`src/rtl/oflow_iou_pkg.sv`:
```
// Shared types and defaults for the optical-flow IoU engine.
// Box packing is {X_TL, Y_TL, X_BR, Y_BR}, with X_TL in the most significant field.
package oflow_iou_pkg;

    localparam int COORD_W_DEF = 11;
    localparam int FRAC_W_DEF  = 11;

    typedef enum logic [2:0] {
        IDLE,
        INTER,
        UNION,
        DIV,
        DONE
    } iou_state_t;

    typedef struct packed {
        logic [COORD_W_DEF-1:0] x_tl;
        logic [COORD_W_DEF-1:0] y_tl;
        logic [COORD_W_DEF-1:0] x_br;
        logic [COORD_W_DEF-1:0] y_br;
    } bbox_t;

    function automatic bbox_t bbox_unpack(input logic [4*COORD_W_DEF-1:0] v);
        bbox_t b;
        b.x_tl = v[4*COORD_W_DEF-1 -: COORD_W_DEF];
        b.y_tl = v[3*COORD_W_DEF-1 -: COORD_W_DEF];
        b.x_br = v[2*COORD_W_DEF-1 -: COORD_W_DEF];
        b.y_br = v[1*COORD_W_DEF-1 -: COORD_W_DEF];
        return b;
    endfunction

endpackage

```
`src/rtl/oflow_iou_div.sv`:
```
// Sequential restoring divider producing FRAC_W fraction bits of num/den.
// The caller guarantees num < den, so the quotient is purely fractional.
module oflow_iou_div
    import oflow_iou_pkg::*;
#(
    parameter int NUM_W  = 22,
    parameter int DEN_W  = 23,
    parameter int FRAC_W = FRAC_W_DEF
) (
    input  logic              clk,
    input  logic              rst_n,
    input  logic              start,
    input  logic [NUM_W-1:0]  num,
    input  logic [DEN_W-1:0]  den,
    output logic              busy,
    output logic              done,
    output logic [FRAC_W-1:0] quot
);

    localparam int CW = $clog2(FRAC_W + 1);

    logic              busy_q, busy_d;
    logic [CW-1:0]     cnt_q, cnt_d;
    logic [DEN_W-1:0]  rem_q, rem_d;
    logic [DEN_W-1:0]  den_q, den_d;
    logic [FRAC_W-2:0] quo_q, quo_d;

    logic [DEN_W:0]    rem_shift;
    logic              take;
    logic [DEN_W-1:0]  rem_next;

    // The shifted remainder is kept one bit wider so the compare never wraps.
    assign rem_shift = {rem_q, 1'b0};
    assign take      = (rem_shift >= {1'b0, den_q});
    assign rem_next  = take ? DEN_W'(rem_shift - {1'b0, den_q}) : DEN_W'(rem_shift);
    assign quot      = {quo_q, take};
    assign busy      = busy_q;
    assign done      = busy_q && (cnt_q == CW'(1));

    always_comb begin
        busy_d = busy_q;
        cnt_d  = cnt_q;
        rem_d  = rem_q;
        den_d  = den_q;
        quo_d  = quo_q;
        if (start) begin
            busy_d = 1'b1;
            cnt_d  = CW'(FRAC_W);
            rem_d  = DEN_W'(num);
            den_d  = den;
            quo_d  = '0;
        end else if (busy_q) begin
            rem_d = rem_next;
            quo_d = quot[FRAC_W-2:0];
            cnt_d = cnt_q - CW'(1);
            if (cnt_q == CW'(1)) begin
                busy_d = 1'b0;
            end
        end
    end

    always_ff @(posedge clk or negedge rst_n) begin
        if (!rst_n) begin
            busy_q <= 1'b0;
            cnt_q  <= '0;
            rem_q  <= '0;
            den_q  <= '0;
            quo_q  <= '0;
        end else begin
            busy_q <= busy_d;
            cnt_q  <= cnt_d;
            rem_q  <= rem_d;
            den_q  <= den_d;
            quo_q  <= quo_d;
        end
    end

endmodule

```
`src/rtl/oflow_iou_engine.sv`:
```
// Handshaked IoU engine: intersection/area stage, union stage with degenerate
// exits, then an iterative divider yielding a Q1.FRAC_W score in [0, 1].
module oflow_iou_engine
    import oflow_iou_pkg::*;
#(
    parameter int COORD_W = COORD_W_DEF,
    parameter int FRAC_W  = FRAC_W_DEF,
    parameter int ID_W    = 8
) (
    input  logic                 clk,
    input  logic                 reset_N,
    input  logic                 in_valid,
    output logic                 in_ready,
    input  logic [ID_W-1:0]      in_id,
    input  logic [4*COORD_W-1:0] bbox_position_frame_k,
    input  logic [4*COORD_W-1:0] bbox_position_frame_history,
    input  logic [COORD_W-1:0]   bbox_w_frame_k,
    input  logic [COORD_W-1:0]   bbox_h_frame_k,
    input  logic [COORD_W-1:0]   bbox_w_frame_history,
    input  logic [COORD_W-1:0]   bbox_h_frame_history,
    output logic                 out_valid,
    input  logic                 out_ready,
    output logic [FRAC_W:0]      iou,
    output logic [ID_W-1:0]      out_id
);

    localparam int AW = 2 * COORD_W;
    localparam int BW = 4 * COORD_W;

    iou_state_t           state_q, state_d;
    logic [BW-1:0]        box_k_q, box_k_d, box_h_q, box_h_d;
    logic [COORD_W-1:0]   w_k_q, w_k_d, h_k_q, h_k_d;
    logic [COORD_W-1:0]   w_h_q, w_h_d, h_h_q, h_h_d;
    logic [ID_W-1:0]      id_q, id_d;
    logic [AW-1:0]        inter_q, inter_d, area_k_q, area_k_d, area_h_q, area_h_d;
    logic [FRAC_W:0]      iou_q, iou_d;

    logic [COORD_W-1:0]   ix, iy;
    logic [AW+1:0]        area_sum, union_wide;
    logic                 union_zero, union_clamp;
    logic                 div_start, div_busy, div_done;
    logic [FRAC_W-1:0]    div_quot;

    // idx: 0 = X_TL, 1 = Y_TL, 2 = X_BR, 3 = Y_BR
    function automatic logic [COORD_W-1:0] coord(input logic [BW-1:0] box, input int idx);
        return box[BW-1-idx*COORD_W -: COORD_W];
    endfunction

    // Exclusive overlap on one axis; touching or inverted boxes give 0.
    function automatic logic [COORD_W-1:0] span(
        input logic [COORD_W-1:0] tl_a, input logic [COORD_W-1:0] tl_b,
        input logic [COORD_W-1:0] br_a, input logic [COORD_W-1:0] br_b
    );
        logic [COORD_W-1:0] lo, hi;
        logic [COORD_W:0]   diff;
        lo   = (tl_a > tl_b) ? tl_a : tl_b;
        hi   = (br_a < br_b) ? br_a : br_b;
        diff = {1'b0, hi} - {1'b0, lo};
        return diff[COORD_W] ? '0 : diff[COORD_W-1:0];
    endfunction

    assign ix = span(coord(box_k_q, 0), coord(box_h_q, 0), coord(box_k_q, 2), coord(box_h_q, 2));
    assign iy = span(coord(box_k_q, 1), coord(box_h_q, 1), coord(box_k_q, 3), coord(box_h_q, 3));

    // A negative union only arises from untrusted w/h and is folded into the clamp.
    assign area_sum    = {2'b00, area_k_q} + {2'b00, area_h_q};
    assign union_wide  = area_sum - {2'b00, inter_q};
    assign union_zero  = (union_wide == '0);
    assign union_clamp = union_wide[AW+1] || ({1'b0, inter_q} >= union_wide[AW:0]);

    oflow_iou_div #(
        .NUM_W  (AW),
        .DEN_W  (AW + 1),
        .FRAC_W (FRAC_W)
    ) u_div (
        .clk   (clk),
        .rst_n (reset_N),
        .start (div_start),
        .num   (inter_q),
        .den   (union_wide[AW:0]),
        .busy  (div_busy),
        .done  (div_done),
        .quot  (div_quot)
    );

    always_comb begin
        // NOTE: every variable gets a default before the case so no path infers a latch.
        state_d   = state_q;
        box_k_d   = box_k_q;
        box_h_d   = box_h_q;
        w_k_d     = w_k_q;
        h_k_d     = h_k_q;
        w_h_d     = w_h_q;
        h_h_d     = h_h_q;
        id_d      = id_q;
        inter_d   = inter_q;
        area_k_d  = area_k_q;
        area_h_d  = area_h_q;
        iou_d     = iou_q;
        div_start = 1'b0;
        case (state_q)
            IDLE: begin
                if (in_valid) begin
                    box_k_d = bbox_position_frame_k;
                    box_h_d = bbox_position_frame_history;
                    w_k_d   = bbox_w_frame_k;
                    h_k_d   = bbox_h_frame_k;
                    w_h_d   = bbox_w_frame_history;
                    h_h_d   = bbox_h_frame_history;
                    id_d    = in_id;
                    state_d = INTER;
                end
            end
            INTER: begin
                inter_d  = AW'(ix) * AW'(iy);
                area_k_d = AW'(w_k_q) * AW'(h_k_q);
                area_h_d = AW'(w_h_q) * AW'(h_h_q);
                state_d  = UNION;
            end
            UNION: begin
                if (union_zero) begin
                    iou_d   = '0;
                    state_d = DONE;
                end else if (union_clamp) begin
                    iou_d   = {1'b1, {FRAC_W{1'b0}}};
                    state_d = DONE;
                end else begin
                    div_start = 1'b1;
                    state_d   = DIV;
                end
            end
            DIV: begin
                if (div_done || !div_busy) begin
                    iou_d   = {1'b0, div_quot};
                    state_d = DONE;
                end
            end
            DONE: begin
                if (out_ready) begin
                    state_d = IDLE;
                end
            end
            default: state_d = IDLE;
        endcase
    end

    // NOTE: state is updated with non-blocking assignments so all flops sample together.
    always_ff @(posedge clk or negedge reset_N) begin
        if (!reset_N) begin
            state_q  <= IDLE;
            box_k_q  <= '0;
            box_h_q  <= '0;
            w_k_q    <= '0;
            h_k_q    <= '0;
            w_h_q    <= '0;
            h_h_q    <= '0;
            id_q     <= '0;
            inter_q  <= '0;
            area_k_q <= '0;
            area_h_q <= '0;
            iou_q    <= '0;
        end else begin
            state_q  <= state_d;
            box_k_q  <= box_k_d;
            box_h_q  <= box_h_d;
            w_k_q    <= w_k_d;
            h_k_q    <= h_k_d;
            w_h_q    <= w_h_d;
            h_h_q    <= h_h_d;
            id_q     <= id_d;
            inter_q  <= inter_d;
            area_k_q <= area_k_d;
            area_h_q <= area_h_d;
            iou_q    <= iou_d;
        end
    end

    assign in_ready  = (state_q == IDLE);
    assign out_valid = (state_q == DONE);
    assign iou       = iou_q;
    assign out_id    = id_q;

endmodule

```
`config.mk`:
```
export PLATFORM = sky130hd
export DESIGN_NAME = oflow_iou_engine
export DESIGN_NICKNAME = d
export VERILOG_FILES = /design/src/rtl/oflow_iou_pkg.sv /design/src/rtl/oflow_iou_div.sv /design/src/rtl/oflow_iou_engine.sv
export SDC_FILE = /design/constraint.sdc
export NUM_CORES = 2
export LEC_CHECK = 0
export ABC_AREA = 1
export CAP_MARGIN = 20
export CORE_MARGIN = 5
export CORE_UTILIZATION = 30
export CTS_BUF_LIST = sky130_fd_sc_hd__clkbuf_8 sky130_fd_sc_hd__clkbuf_16
export DETAILED_ROUTE_END_ITERATION = 7
export GPL_ROUTABILITY_DRIVEN = 1
export SYNTH_ARGS = -nofsm -noshare
export SYNTH_HDL_FRONTEND = slang
export SYNTH_SLANG_ARGS = --single-unit
```
`constraint.sdc`:
```
create_clock -name clk -period 10.2 [get_ports clk]
set_input_delay 3.06 -clock clk [delete_from_list [all_inputs] [get_ports clk]]
set_output_delay 3.06 -clock clk [all_outputs]
set_load 0.005 [all_outputs]
```
# ---- Word level (Yosys, flattened, before mapping)
# Index checks and enable logic that the tools add are counted.
dict set report word_totals {
  register_bits 282
  wordCells 81
  in_bits 144
  out_inout_bits 22
}
dict set report op_classes {
  n_mul 3
  n_mux 29
  order_cmp 6
  n_reduce_logical 11
  add_sub_neg 6
  n_eq_ne 9
}
# operator count
set op_table {}
lappend op_table {{$mux W23} 3}
lappend op_table {{$mul A11 B11 Y22} 3}
lappend op_table {{$mux W11} 6}
lappend op_table {{$mux W12} 3}
lappend op_table {{$ge A24 B23 Y1} 1}
lappend op_table {{$logic_not A24 Y1} 1}
lappend op_table {{$pmux W12 S2} 1}
lappend op_table {{$sub A11 B11 Y12} 2}
lappend op_table {{$sub A23 B22 Y24} 1}
lappend op_table {{$add A22 B22 Y23} 1}
lappend op_table {{$ge A22 B23 Y1} 1}
lappend op_table {{$sub A23 B23 Y23} 1}
lappend op_table {{$gt A11 B11 Y1} 2}
lappend op_table {{$lt A11 B11 Y1} 2}
lappend op_table {{$mux W10} 2}
lappend op_table {{$mux W3} 5}
lappend op_table {{$pmux W3 S5} 1}
lappend op_table {{$mux W4} 2}
lappend op_table {{$eq A3 B2 Y1 const B} 2}
lappend op_table {{$mux W1} 6}
lappend op_table {{$reduce_and A3 Y1} 2}
lappend op_table {{$eq A4 B1 Y1 const B} 1}
lappend op_table {{$ne A2 B2 Y1 const B} 2}
lappend op_table {{$reduce_bool A2 Y1} 2}
lappend op_table {{10 further kinds} 11}

# ---- Logic depth before layout (Yosys ltp)
dict set report depth {
  word_depth 8
  mapped_depth 49
  mapped_depth_nobuf 47
}

# ---- Hierarchy
# A second synthesis with hierarchy kept.
dict set report unflattened {
  hier_cells 3913
  area_unflattened_um2 30096.4
}
# mod area_each_um2 seq_area_each_um2 n_inst cells_per_inst
set by_module_without_submodules {}
lappend by_module_without_submodules {oflow_iou_engine 25679.6 5530.3 1 3256}
lappend by_module_without_submodules {oflow_iou_div 4416.7 1526.5 1 657}

# ---- Worst setup path after synthesis
# Ideal clock, no wire load.
dict set report synth_path {
  kind {reg2reg}
  from {reg box_k_q[2]}
  to {reg inter_q[18]}
  required_ns 10.117
  slack_ns 2.245
  n_path_buf 2
  synth_period_minus_slack_ns 7.955
  path_stages_with_launch 43
  t_arrival_ns 7.873
  setup_time_ns 0.083
  cell_sequence {dfrtp_1 > ha_1 > o211ai_1 > nand2_1 > a31oi_1 > o21ai_0 > a31oi_1 > o21ai_0 > clkbuf_1 > a21oi_1 > ha_1 > inv_1 > o21ai_0 > a21oi_1 > o21ai_0 > nand2_1 > o21ai_0 > nand2_1 > [7 not listed] > fa_1 > inv_1 > fa_1 > inv_1 > fa_1 > inv_1 > fa_1 > inv_1 > ha_1 > a21o_1 > inv_1 > nor2_1 > a211oi_1 > nand3_1 > a21oi_1 > o21ai_0 > xor2_1 > o21ai_0}
}
dict set report synth_between {
  elab_chain_cells 5
}
# element line
set synth_lines {}
lappend synth_lines {{start, declared} oflow_iou_engine.sv:31} ;# logic [BW-1:0] box_k_q, box_k_d, box_h_q, box_h_d;
lappend synth_lines {{start signal, assigned} oflow_iou_engine.sv:164} ;# box_k_q <= box_k_d;
lappend synth_lines {{$lt A11 B11 Y1} oflow_iou_engine.sv:57} ;# hi = (br_a < br_b) ? br_a : br_b;
lappend synth_lines {{$mux W11 *} oflow_iou_engine.sv:57}
lappend synth_lines {{$sub A11 B11 Y12 *} oflow_iou_engine.sv:58} ;# diff = {1'b0, hi} - {1'b0, lo};
lappend synth_lines {{$mux W11 *} oflow_iou_engine.sv:59} ;# return diff[COORD_W] ? '0 : diff[COORD_W-1:0];
lappend synth_lines {{$mul A11 B11 Y22 *} oflow_iou_engine.sv:115} ;# inter_d = AW'(ix) * AW'(iy);
lappend synth_lines {{end signal, assigned} oflow_iou_engine.sv:171} ;# inter_q <= inter_d;
lappend synth_lines {{end, declared} oflow_iou_engine.sv:35} ;# logic [AW-1:0] inter_q, inter_d, area_k_q, area_k_d, area_h_q, area_h_d;
# Mark *: on every way between the ends. The rest lies on a longest branch, timed or not.
# A chain may end at the register's enable or synchronous reset.

# ---- Worst setup path in the final report
dict set report layout_path {
  from {reg box_k_q[34]}
  to {reg inter_q[18]}
}
dict set report layout_between {
  elab_chain_cells 5
}
# element line
set layout_lines {}
lappend layout_lines {{$gt A11 B11 Y1} oflow_iou_engine.sv:56} ;# lo = (tl_a > tl_b) ? tl_a : tl_b;
lappend layout_lines {{$mux W11 *} oflow_iou_engine.sv:56}
lappend layout_lines {{$sub A11 B11 Y12 *} oflow_iou_engine.sv:58}
lappend layout_lines {{$mux W11 *} oflow_iou_engine.sv:59}
lappend layout_lines {{$mul A11 B11 Y22 *} oflow_iou_engine.sv:115}
# Marked as above.

==> results by stage <==
Worst setup path:
- The type of destination of the critical path is a register.
- Among all stages on the critical path, the largest delay is contributed by fa_1.
- For the worst setup path, the data required time is 10,680 ps.
- The largest fanout on the critical path is 12.
- The kind of critical path is register to register.
- The critical path launch point is box_k_q[34].
- The largest stage delay on the critical path is 550 ps.
- In this run the critical register-to-register path is launched from box_k_q[34].
- The most numerous cell type found on the critical path is nand2_1.
- The setup check on the worst reg-to-reg path leaves a slack of 1120 ps.
- The arrival time of data at the critical path endpoint is 9560 ps.
- STA classifies the critical path startpoint as a register.

Drt:
- The total number of vias is 24,500.
- The first TritonRoute pass finished after 7 iterations.
- After detailed routing, the total wire length is 78.1 mm.
- In the routed layout, each cell is associated on average with a via count of 4.64.
- After the first detailed-routing iteration, the DRC count stood at 1,342.
- For this run, design rule violations remaining after detail routing come to 0.
- The per-cell routed wire length is 14.8 µm.
- The residual antenna-violating net count after detailed routing is 0.

Worst hold path:
- The path category of the worst min-delay check is register to register.
- In this run the most critical hold path is launched from iou[10].

Layout:
- From synthesis to final layout, the design area changed by 14.3%.
- For this run, the post-layout net count is 4,682.
- In the layout the commonest cells are 905 x nand2_1, 796 x inv_1, 314 x ha_1, 282 x dfrtp_1, 265 x fa_1.
- In the final layout, the share of cells above drive strength 1 is 0.0502.
- The library cell used most frequently in the layout, excluding fill and tap cells, is nand2_1.
- The count of inserted antenna diode cells is 0.
- The post-layout instance count excluding filler cells is 5,273.

GRT:
- After global routing the overflow that remains totals 0.
- The overall track demand over capacity in global routing is 0.149.
- The via count of the first global-routing pass was 25,200.
- The met3 layer usage reported by global route is 0.0230.
- The initial antenna violation count was 4.
- The global-route met2 utilization is 0.251.
- Entering global routing, the biggest net connects 164 pins.
- The most used routing layer in global routing is met2.
- The first global-routing pass estimated 131 mm of wire.
- The met1 layer usage reported by global route is 0.205.

STA:
- Derived from the worst setup path, the maximum achievable clock frequency is 110 MHz.
- The total of endpoints with negative setup slack in the final report is 0.
- The pin slew with the least headroom to its limit is 1170 ps.
- The worst hold margin is 466 ps.
- Measured against its own limit, the worst slew margin works out to 0.217.
- On the final layout, the worst clock skew is 35.9 ps.
- The final sum of negative setup slack is 0 ps.
- The final cycle utilization of the critical path is 0.891.
- The final-report max-slew violation count is 0.
- The routed design could run at a clock period as short as 9080 ps.
- Setup repair after global routing left no endpoint under its margin.
- The total count of hold-check failures in the final report is 0.

Yosys:
- The most used flip-flop cell after synthesis is dfrtp_1.
- The async set-or-reset flop fraction in the synthesized netlist is 1.00.
- The synthesized area per cell is 7.75 µm².
- The number of standard cells after synthesis is 3,856.
- During synthesis, Yosys emitted a total of 0 warnings.
- The number of nets in the synthesized netlist is 4,579.
- The sequential area share after synthesis is 0.236.
- Counting distinct cell types in the post-synthesis netlist gives 47.
- After synthesis the cells add up to 29,900 µm².
- The post-synthesis register bit count is 282.
- The number of enable-type register cells in the synthesized netlist is 0.

Clocking:
- Clock tree synthesis inserted a total of 39 buffers.
- The buffer levels on the longest clock path is 3.
- The total clock sinks is 282.
- The CTS tree is built.
- The H-tree generated during clock tree synthesis spans 2 levels.
- In this run the post-CTS setup repair buffer count came out at 0.
- The clock-pin transition on the worst setup and hold timing paths is 60 ps.
- After clock tree synthesis, the repair step resized 0 gates.
- CTS placed an instance of clkbuf_16 at the clock tree root.
- The clock reaches the later pin of the worst-skew pair after 590 ps.
- The hold buffer count at CTS is 0.

Floorplanning:
- The die covers 106,000 µm².
- The placeable core region is 98,600 µm².
- The I/O pin count is 166.
- For this configuration, the core starts out at a cell density of 0.303.
- Measured along the y axis, the die boundary spans 326 µm.
- The width of the chip is 326 µm.
- The number of standard-cell rows in the floorplan is 115.

Place:
- Input and output buffers added on the ports amount to 165.
- The half-perimeter wire length after placement is 62.0 mm.
- The weighted congestion at the end of routability-driven global placement is 0.912.
- The number of placed cells counting well taps is 5,205.

Job:
- The tool flagged a number of max-cap violations equal to 0.

Run status:
- The flow ran to the end, and the final reports show no timing, DRC or antenna violations.
logic make-up (layout without fill, tap and decap cells):
family,after synthesis,after routing,synth area share
AND/OR/NAND/NOR,1446,1446,0.197
buffers and inverters,909,1039,0.116
adder cells (fa/ha/maj),579,579,0.309
AO/OA/AOI/OAI,478,478,0.0863
flip-flops,282,282,0.236
multiplexers,95,95,0.0358
XOR/XNOR,67,67,0.0196
state kept, by name (all words and copies together) (netlist names):
signal,flops
u_div.quo_q,10
box_k_q,44
state_q,3
out_id,8
u_div.busy,1
u_div.den_q,23
w_k_q,11
u_div.cnt_q,4
u_div.rem_q,23
w_h_q,11
inter_q,22
area_h_q,22
h_k_q,11
h_h_q,11
box_h_q,44
iou,12
area_k_q,22
Yosys cell counts, types with 2 or more instances:
library cell / n / area share
buf_1: 5 / 0.00063
xnor2_1: 29 / 0.0085
a31oi_1: 23 / 0.0048
nor4_1: 4 / 0.00084
dfrtp_1: 282 / 0.24
mux2_2: 95 / 0.036
nand2_1: 907 / 0.11
o21ai_0: 176 / 0.029
o2111ai_1: 4 / 0.0012
buf_2: 12 / 0.0020
nor2_1: 262 / 0.033
buf_6: 2 / 0.00075
or2_2: 17 / 0.0036
nor3_1: 21 / 0.0035
xor2_1: 38 / 0.011
and3_1: 5 / 0.0010
o21ai_1: 4 / 0.00067
a31o_2: 2 / 0.00059
nand3_1: 177 / 0.030
fa_1: 265 / 0.18
a21o_1: 14 / 0.0035
o21a_1: 4 / 0.0010
buf_4: 3 / 0.00075
clkbuf_1: 93 / 0.012
o21bai_1: 6 / 0.0015
o211ai_1: 6 / 0.0015
nand3b_1: 9 / 0.0023
o31ai_1: 11 / 0.0028
and2_1: 5 / 0.0010
inv_1: 792 / 0.099
a21oi_1: 216 / 0.036
ha_1: 314 / 0.13
a211oi_1: 7 / 0.0018
nor2_2: 4 / 0.00084
nand4_1: 30 / 0.0063
layout make-up:
| cell class | count | area, µm² |
|---|---|---|
| clock buffers | 47 | 1100 |
| clock inverters | 21 | 256 |
| fillers | 10400 | 64400 |
| inverters | 794 | 2980 |
| multi-input cells | 2665 | 19400 |
| flip-flops and latches | 282 | 7060 |
| well taps | 1287 | 1610 |
| repair buffers | 177 | 1760 |
path summary, 6_finish.rpt:
| check | to | cells past startpoint |
|---|---|---|
| max reg2reg | inter_q[18] | 45 |
| min in group asynchronous | u_div.den_q[1] | 1 |
| min reg2reg | iou[10] | 2 |
| max in group asynchronous | w_k_q[2] | 2 |
| max | inter_q[18] | 45 |
| min | iou[10] | 2 |
worst max-delay path, delay by kind of cell, from the launching register on:
family / cells / cell delay [ps]
compound gates: 15 / 2700
xor+xnor: 1 / 160
fa+ha+maj: 8 / 3510
buf+inv: 9 / 830
flops: 1 / 400
simple gates: 12 / 1390
layer usage:
layer / vias up / wire [µm]
met5: - / 13
li1: 12200 / -
met4: 2 / 1510
met1: 11800 / 37000
met3: 86 / 3110
met2: 378 / 36500
metrics by stage:
step	instance area, µm²	util	setup slack, ps
2_1_floorplan	29900	-	2240
3_3_place_gp	32800	0.333	1250
3_5_place_dp	32800	0.333	1200
4_1_cts	34100	0.346	1150
5_1_grt	34100	0.346	214
6_report	34100	0.346	1120
Power is not shown: default switching activity piles up to over one toggle a cycle in this logic, so the estimate is an artifact.
